### config.mk
export PLATFORM = sky130hd
export DESIGN_NAME = op_frame_scheduler_flat
export DESIGN_NICKNAME = d
export VERILOG_FILES = /design/src/rtl/vga_pipe_pkg.sv /design/src/rtl/op_frame_scheduler_if.sv /design/src/rtl/btn_debounce.sv /design/src/rtl/op_frame_scheduler.sv /design/src/flat_wrapper.sv
export SDC_FILE = /design/constraint.sdc
export NUM_CORES = 1
export LEC_CHECK = 0
export CAP_MARGIN = 20
export CELL_PAD_IN_SITES_DETAIL_PLACEMENT = 1
export CELL_PAD_IN_SITES_GLOBAL_PLACEMENT = 2
export CORE_MARGIN = 2
export CORE_UTILIZATION = 34
export CTS_CLUSTER_DIAMETER = 120
export DETAILED_ROUTE_END_ITERATION = 6
export DONT_BUFFER_PORTS = 1
export PLACE_DENSITY_LB_ADDON = 0.05
export SYNTH_ARGS = -nofsm -noshare
export SYNTH_HDL_FRONTEND = slang
export SYNTH_SLANG_ARGS = --single-unit
### constraint.sdc
create_clock -name clk -period 1.4 [get_ports clk]
set_input_delay 0.35 -clock clk [delete_from_list [all_inputs] [get_ports clk]]
set_output_delay 0.35 -clock clk [all_outputs]
set_load 0.02 [all_outputs]
### src/rtl/vga_pipe_pkg.sv
// Shared definitions for the VGA pipeline control slice.
// Holds the pipeline opcode encodings, the frame scheduler FSM state
// encodings and a small helper that maps a scheduler state to "busy".
package vga_pipe_pkg;

  // Operation applied by the pixel pipeline for a whole frame.
  typedef enum logic [1:0] {
    OP_PASS  = 2'b00,  // pass-through, pipeline idle
    OP_PIPE1 = 2'b01,
    OP_PIPE2 = 2'b10,
    OP_PIPE3 = 2'b11
  } opcode_t;

  // Frame scheduler states.
  typedef enum logic [1:0] {
    ST_IDLE  = 2'b00,
    ST_ARMED = 2'b01,
    ST_RUN   = 2'b10
  } sched_state_t;

  // The scheduler reports busy while an operation is waiting or running.
  function automatic logic state_is_busy(input sched_state_t st);
    case (st)
      ST_ARMED: return 1'b1;
      ST_RUN:   return 1'b1;
      default:  return 1'b0;
    endcase
  endfunction

endpackage

### src/rtl/op_frame_scheduler_if.sv
// Scheduler <-> pixel pipeline handshake.
//   active_opcode : opcode currently applied to the pipeline (scheduler drives)
//   pipe_start    : single-cycle start pulse to the pipeline (scheduler drives)
//   pipe_done     : single-cycle completion pulse from the pipeline
// master = scheduler side, slave = pipeline side.
interface op_frame_scheduler_if;
  import vga_pipe_pkg::*;

  opcode_t active_opcode;
  logic    pipe_start;
  logic    pipe_done;

  modport master (output active_opcode, output pipe_start, input pipe_done);
  modport slave  (input active_opcode, input pipe_start, output pipe_done);

endinterface

### src/rtl/btn_debounce.sv
// Push-button conditioner: 2-flop synchronizer followed by a debouncer.
// Ports:
//   clk, rst   : clock and synchronous active-high reset
//   btn_in     : raw asynchronous button, active-high
//   btn_level  : debounced button level
//   btn_rise   : one-cycle pulse when btn_level goes 0->1 (release is silent)
// A new level is accepted after DEBOUNCE_CYCLES consecutive synchronized
// samples that all differ from the current level; a single sample equal to
// the current level restarts the count.
module btn_debounce #(
  parameter int DEBOUNCE_CYCLES = 250000
) (
  input  logic clk,
  input  logic rst,
  input  logic btn_in,
  output logic btn_level,
  output logic btn_rise
);

  localparam int CW = (DEBOUNCE_CYCLES > 1) ? $clog2(DEBOUNCE_CYCLES) : 1;
  localparam logic [CW-1:0] CNT_LAST = CW'(DEBOUNCE_CYCLES - 1);
  localparam logic [CW-1:0] CNT_ONE  = CW'(1);
  localparam logic [CW-1:0] CNT_ZERO = CW'(0);

  logic          sync1_r;
  logic          sync2_r;
  logic          level_r;
  logic          rise_r;
  logic [CW-1:0] cnt_r;
  logic          accept_s;

  // Accept when the current differing sample is the last one of the run.
  always_comb begin
    accept_s = (sync2_r != level_r) && (cnt_r == CNT_LAST);
  end

  // Synchronizer, stability counter, debounced level and rise pulse.
  always_ff @(posedge clk) begin
    if (rst) begin
      sync1_r <= 1'b0;
      sync2_r <= 1'b0;
      level_r <= 1'b0;
      rise_r  <= 1'b0;
      cnt_r   <= CNT_ZERO;
    end else begin
      sync1_r <= btn_in;
      sync2_r <= sync1_r;
      rise_r  <= accept_s & sync2_r;
      if (sync2_r != level_r) begin
        if (accept_s) begin
          level_r <= sync2_r;
          cnt_r   <= CNT_ZERO;
        end else begin
          cnt_r   <= cnt_r + CNT_ONE;
        end
      end else begin
        cnt_r <= CNT_ZERO;
      end
    end
  end

  assign btn_level = level_r;
  assign btn_rise  = rise_r;

endmodule

### src/rtl/op_frame_scheduler.sv
// Frame-synchronous operation scheduler for the VGA pixel pipeline.
// A debounced button press latches the requested opcode; the next frame
// boundary (v_sync falling) commits it to the pipeline with a start pulse.
// The running operation must finish within TIMEOUT_FRAMES frame boundaries
// or a sticky timeout error is raised.
// Ports:
//   clk, rst      : 25 MHz pixel clock, synchronous active-high reset
//   push_button   : raw asynchronous button, active-high
//   opcode        : requested pipeline operation
//   v_sync        : VGA vertical sync, active-low
//   busy          : high while ARMED or RUN
//   timeout_err   : sticky, cleared only by rst
//   pipe_bus      : active_opcode / pipe_start out, pipe_done in
module op_frame_scheduler
  import vga_pipe_pkg::*;
#(
  parameter int DEBOUNCE_CYCLES = 250000,
  parameter int TIMEOUT_FRAMES  = 4
) (
  input  logic                  clk,
  input  logic                  rst,
  input  logic                  push_button,
  input  logic [1:0]            opcode,
  input  logic                  v_sync,
  output logic                  busy,
  output logic                  timeout_err,
  op_frame_scheduler_if.master  pipe_bus
);

  localparam int FW = (TIMEOUT_FRAMES > 1) ? $clog2(TIMEOUT_FRAMES) : 1;
  localparam logic [FW-1:0] FRAME_LAST = FW'(TIMEOUT_FRAMES - 1);
  localparam logic [FW-1:0] FRAME_ONE  = FW'(1);
  localparam logic [FW-1:0] FRAME_ZERO = FW'(0);

  sched_state_t  state_r;
  sched_state_t  state_nxt_s;
  logic          vsync_r;
  logic          btn_level_s;
  logic          btn_rise_s;
  logic          press_s;
  logic          frame_edge_s;
  logic          done_s;
  logic          timeout_s;
  logic          commit_s;
  opcode_t       opcode_in_s;
  opcode_t       commit_op_s;
  opcode_t       pending_op_r;
  opcode_t       active_op_r;
  logic          pipe_start_r;
  logic          busy_r;
  logic          timeout_err_r;
  logic          press_seen_r;
  logic [FW-1:0] frame_cnt_r;

  btn_debounce #(
    .DEBOUNCE_CYCLES (DEBOUNCE_CYCLES)
  ) u_btn_debounce (
    .clk       (clk),
    .rst       (rst),
    .btn_in    (push_button),
    .btn_level (btn_level_s),
    .btn_rise  (btn_rise_s)
  );

  // Event decode: press, frame boundary, completion and timeout condition.
  always_comb begin
    // The rise pulse always coincides with the new high level.
    press_s      = btn_rise_s & btn_level_s;
    frame_edge_s = vsync_r & ~v_sync;
    done_s       = pipe_bus.pipe_done;
    opcode_in_s  = opcode_t'(opcode);
    // pipe_done in the same cycle wins over the expiring frame budget.
    timeout_s    = (state_r == ST_RUN) && frame_edge_s && !done_s &&
                   (frame_cnt_r == FRAME_LAST);
  end

  // FSM state register.
  always_ff @(posedge clk) begin
    if (rst) begin
      state_r <= ST_IDLE;
    end else begin
      state_r <= state_nxt_s;
    end
  end

  // FSM next-state logic.
  always_comb begin
    state_nxt_s = state_r;
    case (state_r)
      ST_IDLE: begin
        // A frame edge in the press cycle does not commit from IDLE.
        if (press_s) begin
          state_nxt_s = ST_ARMED;
        end else begin
          state_nxt_s = ST_IDLE;
        end
      end
      ST_ARMED: begin
        if (frame_edge_s) begin
          state_nxt_s = ST_RUN;
        end else begin
          state_nxt_s = ST_ARMED;
        end
      end
      ST_RUN: begin
        if (done_s) begin
          if (press_seen_r || press_s) begin
            state_nxt_s = ST_ARMED;
          end else begin
            state_nxt_s = ST_IDLE;
          end
        end else if (timeout_s) begin
          state_nxt_s = ST_IDLE;
        end else begin
          state_nxt_s = ST_RUN;
        end
      end
      default: begin
        state_nxt_s = ST_IDLE;
      end
    endcase
  end

  // FSM output logic: commit decision and drive of the registered outputs.
  always_comb begin
    commit_s = (state_r == ST_ARMED) && frame_edge_s;
    // A press in the commit cycle supersedes the previously latched opcode.
    if (press_s) begin
      commit_op_s = opcode_in_s;
    end else begin
      commit_op_s = pending_op_r;
    end
    pipe_bus.active_opcode = active_op_r;
    pipe_bus.pipe_start    = pipe_start_r;
    busy                   = busy_r;
    timeout_err            = timeout_err_r;
  end

  // Datapath registers: v_sync sample, opcodes, pulses, counters and flags.
  always_ff @(posedge clk) begin
    if (rst) begin
      vsync_r       <= 1'b1;
      pending_op_r  <= OP_PASS;
      active_op_r   <= OP_PASS;
      pipe_start_r  <= 1'b0;
      busy_r        <= 1'b0;
      timeout_err_r <= 1'b0;
      press_seen_r  <= 1'b0;
      frame_cnt_r   <= FRAME_ZERO;
    end else begin
      vsync_r      <= v_sync;
      pipe_start_r <= commit_s;
      busy_r       <= state_is_busy(state_nxt_s);
      if (press_s) begin
        pending_op_r <= opcode_in_s;
      end else begin
        pending_op_r <= pending_op_r;
      end
      if (commit_s) begin
        active_op_r <= commit_op_s;
      end else begin
        active_op_r <= active_op_r;
      end
      if (timeout_s) begin
        timeout_err_r <= 1'b1;
      end else begin
        timeout_err_r <= timeout_err_r;
      end
      // Remembers a press made while running so completion re-arms.
      if ((state_r == ST_RUN) && (state_nxt_s == ST_RUN)) begin
        press_seen_r <= press_seen_r | press_s;
      end else begin
        press_seen_r <= 1'b0;
      end
      // Saturates at FRAME_LAST; reaching it with another edge is the timeout.
      if (commit_s) begin
        frame_cnt_r <= FRAME_ZERO;
      end else if ((state_r == ST_RUN) && frame_edge_s &&
                   (frame_cnt_r != FRAME_LAST)) begin
        frame_cnt_r <= frame_cnt_r + FRAME_ONE;
      end else begin
        frame_cnt_r <= frame_cnt_r;
      end
    end
  end

endmodule

### src/flat_wrapper.sv
// flat-port wrapper written by rule: the top's interface ports become plain ports
module op_frame_scheduler_flat import vga_pipe_pkg::*;
#(
  parameter int DEBOUNCE_CYCLES = 250000,
  parameter int TIMEOUT_FRAMES  = 4
)
  (clk, rst, push_button, opcode, v_sync, busy, timeout_err, pipe_bus_active_opcode, pipe_bus_pipe_start, pipe_bus_pipe_done);
  op_frame_scheduler_if pipe_bus_i ();
  input  logic clk;
  input  logic rst;
  input  logic push_button;
  input  logic [1:0] opcode;
  input  logic v_sync;
  output logic busy;
  output logic timeout_err;
  output wire logic [$bits(pipe_bus_i.active_opcode)-1:0] pipe_bus_active_opcode;
  output wire logic [$bits(pipe_bus_i.pipe_start)-1:0] pipe_bus_pipe_start;
  input wire logic [$bits(pipe_bus_i.pipe_done)-1:0] pipe_bus_pipe_done;
  assign pipe_bus_active_opcode = pipe_bus_i.active_opcode;
  assign pipe_bus_pipe_start = pipe_bus_i.pipe_start;
  assign pipe_bus_i.pipe_done = pipe_bus_pipe_done;
  op_frame_scheduler #(.DEBOUNCE_CYCLES(DEBOUNCE_CYCLES), .TIMEOUT_FRAMES(TIMEOUT_FRAMES)) u_core (.clk(clk), .rst(rst), .push_button(push_button), .opcode(opcode), .v_sync(v_sync), .busy(busy), .timeout_err(timeout_err), .pipe_bus(pipe_bus_i));
endmodule
==> impl_metrics.env <==
export IMPL_start_util_pct=34.6
export IMPL_grt_pass1_vias=1347
export IMPL_crit_type="reg2reg"
export IMPL_fin_area_mm2=0.00198
export IMPL_synth_top_cell_area_share_pct=47.1
export IMPL_yosys_warnings=0
export IMPL_num_vias=1231
export IMPL_tightestPinTransition_ns=0.323
export IMPL_power_frac_comb_pct=1.5
export IMPL_numPortBuffers=0
export IMPL_placed_cell_area_mm2=0.00178
export IMPL_arrival_ns=1.66
export IMPL_register_area_um2=722
export IMPL_htree_levels=2
export IMPL_die_w_um=70.1
export IMPL_ant_nets=0
export IMPL_core_area_mm2=0.00429
export IMPL_pwr_share_clk_pct=44.0
export IMPL_postRouteWirelength_mm=3.59
export IMPL_outcome="finished with violations"
export IMPL_cp_startpoint="u_core.u_btn_debounce.cnt_r[8]$_SDFF_PP0_"
export IMPL_synth_common_cells="35 x dfxtp_1, 34 x nor2_1, 15 x xnor2_1"
export IMPL_clk_latency_ns=0.29
export IMPL_path_clk_slew_ns=0.07
export IMPL_clk_path_buf_depth=2
export IMPL_yosys_most_used_dff="dfxtp_1"
export IMPL_p_leak_uw=0.000676
export IMPL_drc=0
export IMPL_setup_slack_ns=-0.0332
export IMPL_rr_worst_depth=4
export IMPL_grt_pass1_wl_mm=6.26
export IMPL_report_final_slew_viol_count=0
export IMPL_maxCapViolCount=0
export IMPL_critPathCapture="u_core.u_btn_debounce.cnt_r[17]$_SDFF_PP0_"
export IMPL_crit_path_end_kind="register"
export IMPL_syn_nets=171
export IMPL_ys_seq_elements=35
export IMPL_synth_edff_count=0
export IMPL_setup_viol=4
export IMPL_fin_skew_ns=0.00868
export IMPL_yosysSeqAreaShare_pct=47.1
export IMPL_syn_area_mm2=0.00149
export IMPL_die_height_um=70.1
export IMPL_pwr_share_seq_pct=54.5
export IMPL_syn_avg_cell_area_um2=9.24
export IMPL_r2r_slack_ns=-0.03
export IMPL_violations="negative setup slack"
export IMPL_ys_types=35
export IMPL_wl_per_cell_um=14.8
export IMPL_area_growth_pct=32.9
export IMPL_grt_remaining_overflow=0
export IMPL_dr_pass1_iters=4
export IMPL_fin_nets=200
export IMPL_startpoint_type="register"
export IMPL_syn_inst=161
export IMPL_swShare_pct=20.4
export IMPL_fin_crit_ns=1.43
export IMPL_yosysTopAreaCell="dfxtp_1"
export IMPL_power_density_mw_per_mm2=929
export IMPL_first_iter_violations=42
export IMPL_rsz0062_at_grt="true"
export IMPL_grt_antenna_before_repair=0
export IMPL_vias_per_cell=5.07
export IMPL_reg2reg_to="u_core.u_btn_debounce.cnt_r[17]$_SDFF_PP0_"
export IMPL_place_congestion=0.779
export IMPL_hold_class="in2reg"
export IMPL_peakVddDrop_mv=0.479
export IMPL_die_area_mm2=0.00492
export IMPL_cp_required_ns=1.62
export IMPL_slew_headroom_pct=78.3
export IMPL_finalHoldViolations=0
export IMPL_worstReg2RegStart="u_core.u_btn_debounce.cnt_r[8]$_SDFF_PP0_"
export IMPL_grtUsageTotal_pct=16.2
export IMPL_cts_sinks=35
export IMPL_place_hpwl_mm=2.70
export IMPL_clock_fmax_mhz=698
export IMPL_holdWs_ns=0.119
export IMPL_fillers=496
export IMPL_synthTopCellsByArea="dfxtp_1 47%, xnor2_1 8.8%, nor2_1 8.6%"
export IMPL_async_flop_share_pct=0
export IMPL_cts_inserted_buffers=5
export IMPL_cts_tree="done"
export IMPL_yosysMostFrequentCell="dfxtp_1"
export IMPL_worstPathMaxFanout=4
export IMPL_layout_drive_gt1_share_pct=36.6
export IMPL_grt_max_degree=19
export IMPL_rows=24
export IMPL_internal_power_uw=1460
export IMPL_power_uw=1840
export IMPL_antenna_cells=0
export IMPL_cts_root_buf="clkbuf_8"
export IMPL_hold_buffers=0
export IMPL_multiInputGateArea_um2=871
export IMPL_p_switching_uw=375
export IMPL_min_period_over_period_pct=102
export IMPL_num_io_pins=12
==> worst min path at each step <==
stage,cells after the start,slack (ns),startpoint,endpoint
floorplan,1,0.41,u_core.u_btn_debounce.sync1_r$_SDFF_PP0_,u_core.u_btn_debounce.sync2_r$_SDFF_PP0_
global placement,1,0.42,rst,u_core.busy$_SDFF_PP0_
detailed placement,1,0.42,rst,u_core.busy$_SDFF_PP0_
CTS,1,0.11,rst,u_core.busy$_SDFF_PP0_
global route,1,0.09,rst,u_core.state_r[0]$_SDFF_PP0_
finish,1,0.12,rst,u_core.state_r[0]$_SDFF_PP0_
==> power groups by stage <==
| stage | clock [uW] | sequential [uW] | combinational (uW) |
|---|---|---|---|
| after detailed placement | 0 | 1030 | 25.9 |
| final | 809 | 1000 | 27.0 |
| after global routing | 883 | 1000 | 30.2 |
| after global placement | 0 | 1020 | 24.5 |
| after CTS | 842 | 1000 | 26.0 |
| after floorplan | 0 | 1020 | 20.7 |
==> worst max-delay path, cell delays in order, from the launching register on <==
cell,delay [ns]
dfxtp_2,0.38
nand3_2,0.08
or3_1,0.41
or3_1,0.38
a21oi_2,0.12
==> sequential cells by signal, summed over array words and instances (netlist names) <==
name                             flops
u_core.busy                          1
u_core.frame_cnt_r                   2
u_core.pending_op_r                  2
u_core.pipe_bus.active_opcode        2
u_core.pipe_bus.pipe_start           1
u_core.press_seen_r                  1
u_core.state_r                       2
u_core.timeout_err                   1
u_core.u_btn_debounce.btn_level      1
u_core.u_btn_debounce.btn_rise       1
u_core.u_btn_debounce.cnt_r         18
u_core.u_btn_debounce.sync1_r        1
u_core.u_btn_debounce.sync2_r        1
u_core.vsync_r                       1
==> per-layer routing <==
| layer | GRT usage [%] | up-vias | wire (um) |
|---|---|---|---|
| met1 | 16.8 | 595 | 1500 |
| met3 | 5.19 | 7 | 117 |
| li1 | - | 614 | - |
| met4 | 6.41 | 0 | 67 |
| met5 | 0 | - | 0 |
| met2 | 29.8 | 15 | 1910 |
==> through the flow <==
stage / utilization [%] / TNS [ns] / setup WS, ns / std cells
global placement: 41.4 / -0.808 / -0.0557 / 234
finish: 46.0 / -0.0434 / -0.0332 / 243
detailed placement: 41.4 / -1.30 / -0.0868 / 234
CTS: 44.8 / -0.394 / -0.0376 / 242
global route: 46.0 / -1.17 / -0.0813 / 243
floorplan: - / 0 / 0.00144 / 161
==> cells in the final DEF (no fill, tap or decap), types with 2 or more instances in the layout <==
cell type	Yosys	routed
clkbuf_8	0	7
dfxtp_2	0	14
nor2b_1	6	5
nand2_1	8	8
nand3_1	3	2
dfxtp_1	35	20
inv_1	5	5
mux2i_1	4	4
a211oi_1	3	3
or3_1	3	2
nand4_1	4	4
nor4_1	8	2
nand3_4	0	2
a21oi_1	2	2
nor2_1	34	34
buf_4	1	24
nor3_1	4	3
nor4_2	0	6
xnor2_1	15	15
and4bb_2	2	2
==> repair_timing <==
action / CTS / global route
endpoints found under the setup margin: 20 / 23
pin swaps: 4 / 2
resized for setup: 14 / 9
endpoints found under the hold margin: 0 / 0
setup buffers: 0 / 1
==> layout make-up <==
| cell class | count | area share, % |
|---|---|---|
| sequential | 35 | 36.5 |
| inverter | 5 | 0.949 |
| clock buffer | 8 | 5.06 |
| timing repair buffer | 25 | 10.1 |
| tap | 52 | 3.29 |
| multi-input combinational | 118 | 44.1 |
==> cells by family after synthesis <==
family | share of synthesized area (%)
AO/OA/AOI/OAI | 6.73
XOR/XNOR | 9.42
adder cells (fa/ha/maj) | 2.52
buffers and inverters | 2.35
flip-flops | 47.1
multiplexers | 2.69
AND/OR/NAND/NOR | 29.2
No activity file was read; power rests on OpenSTA's default activity.
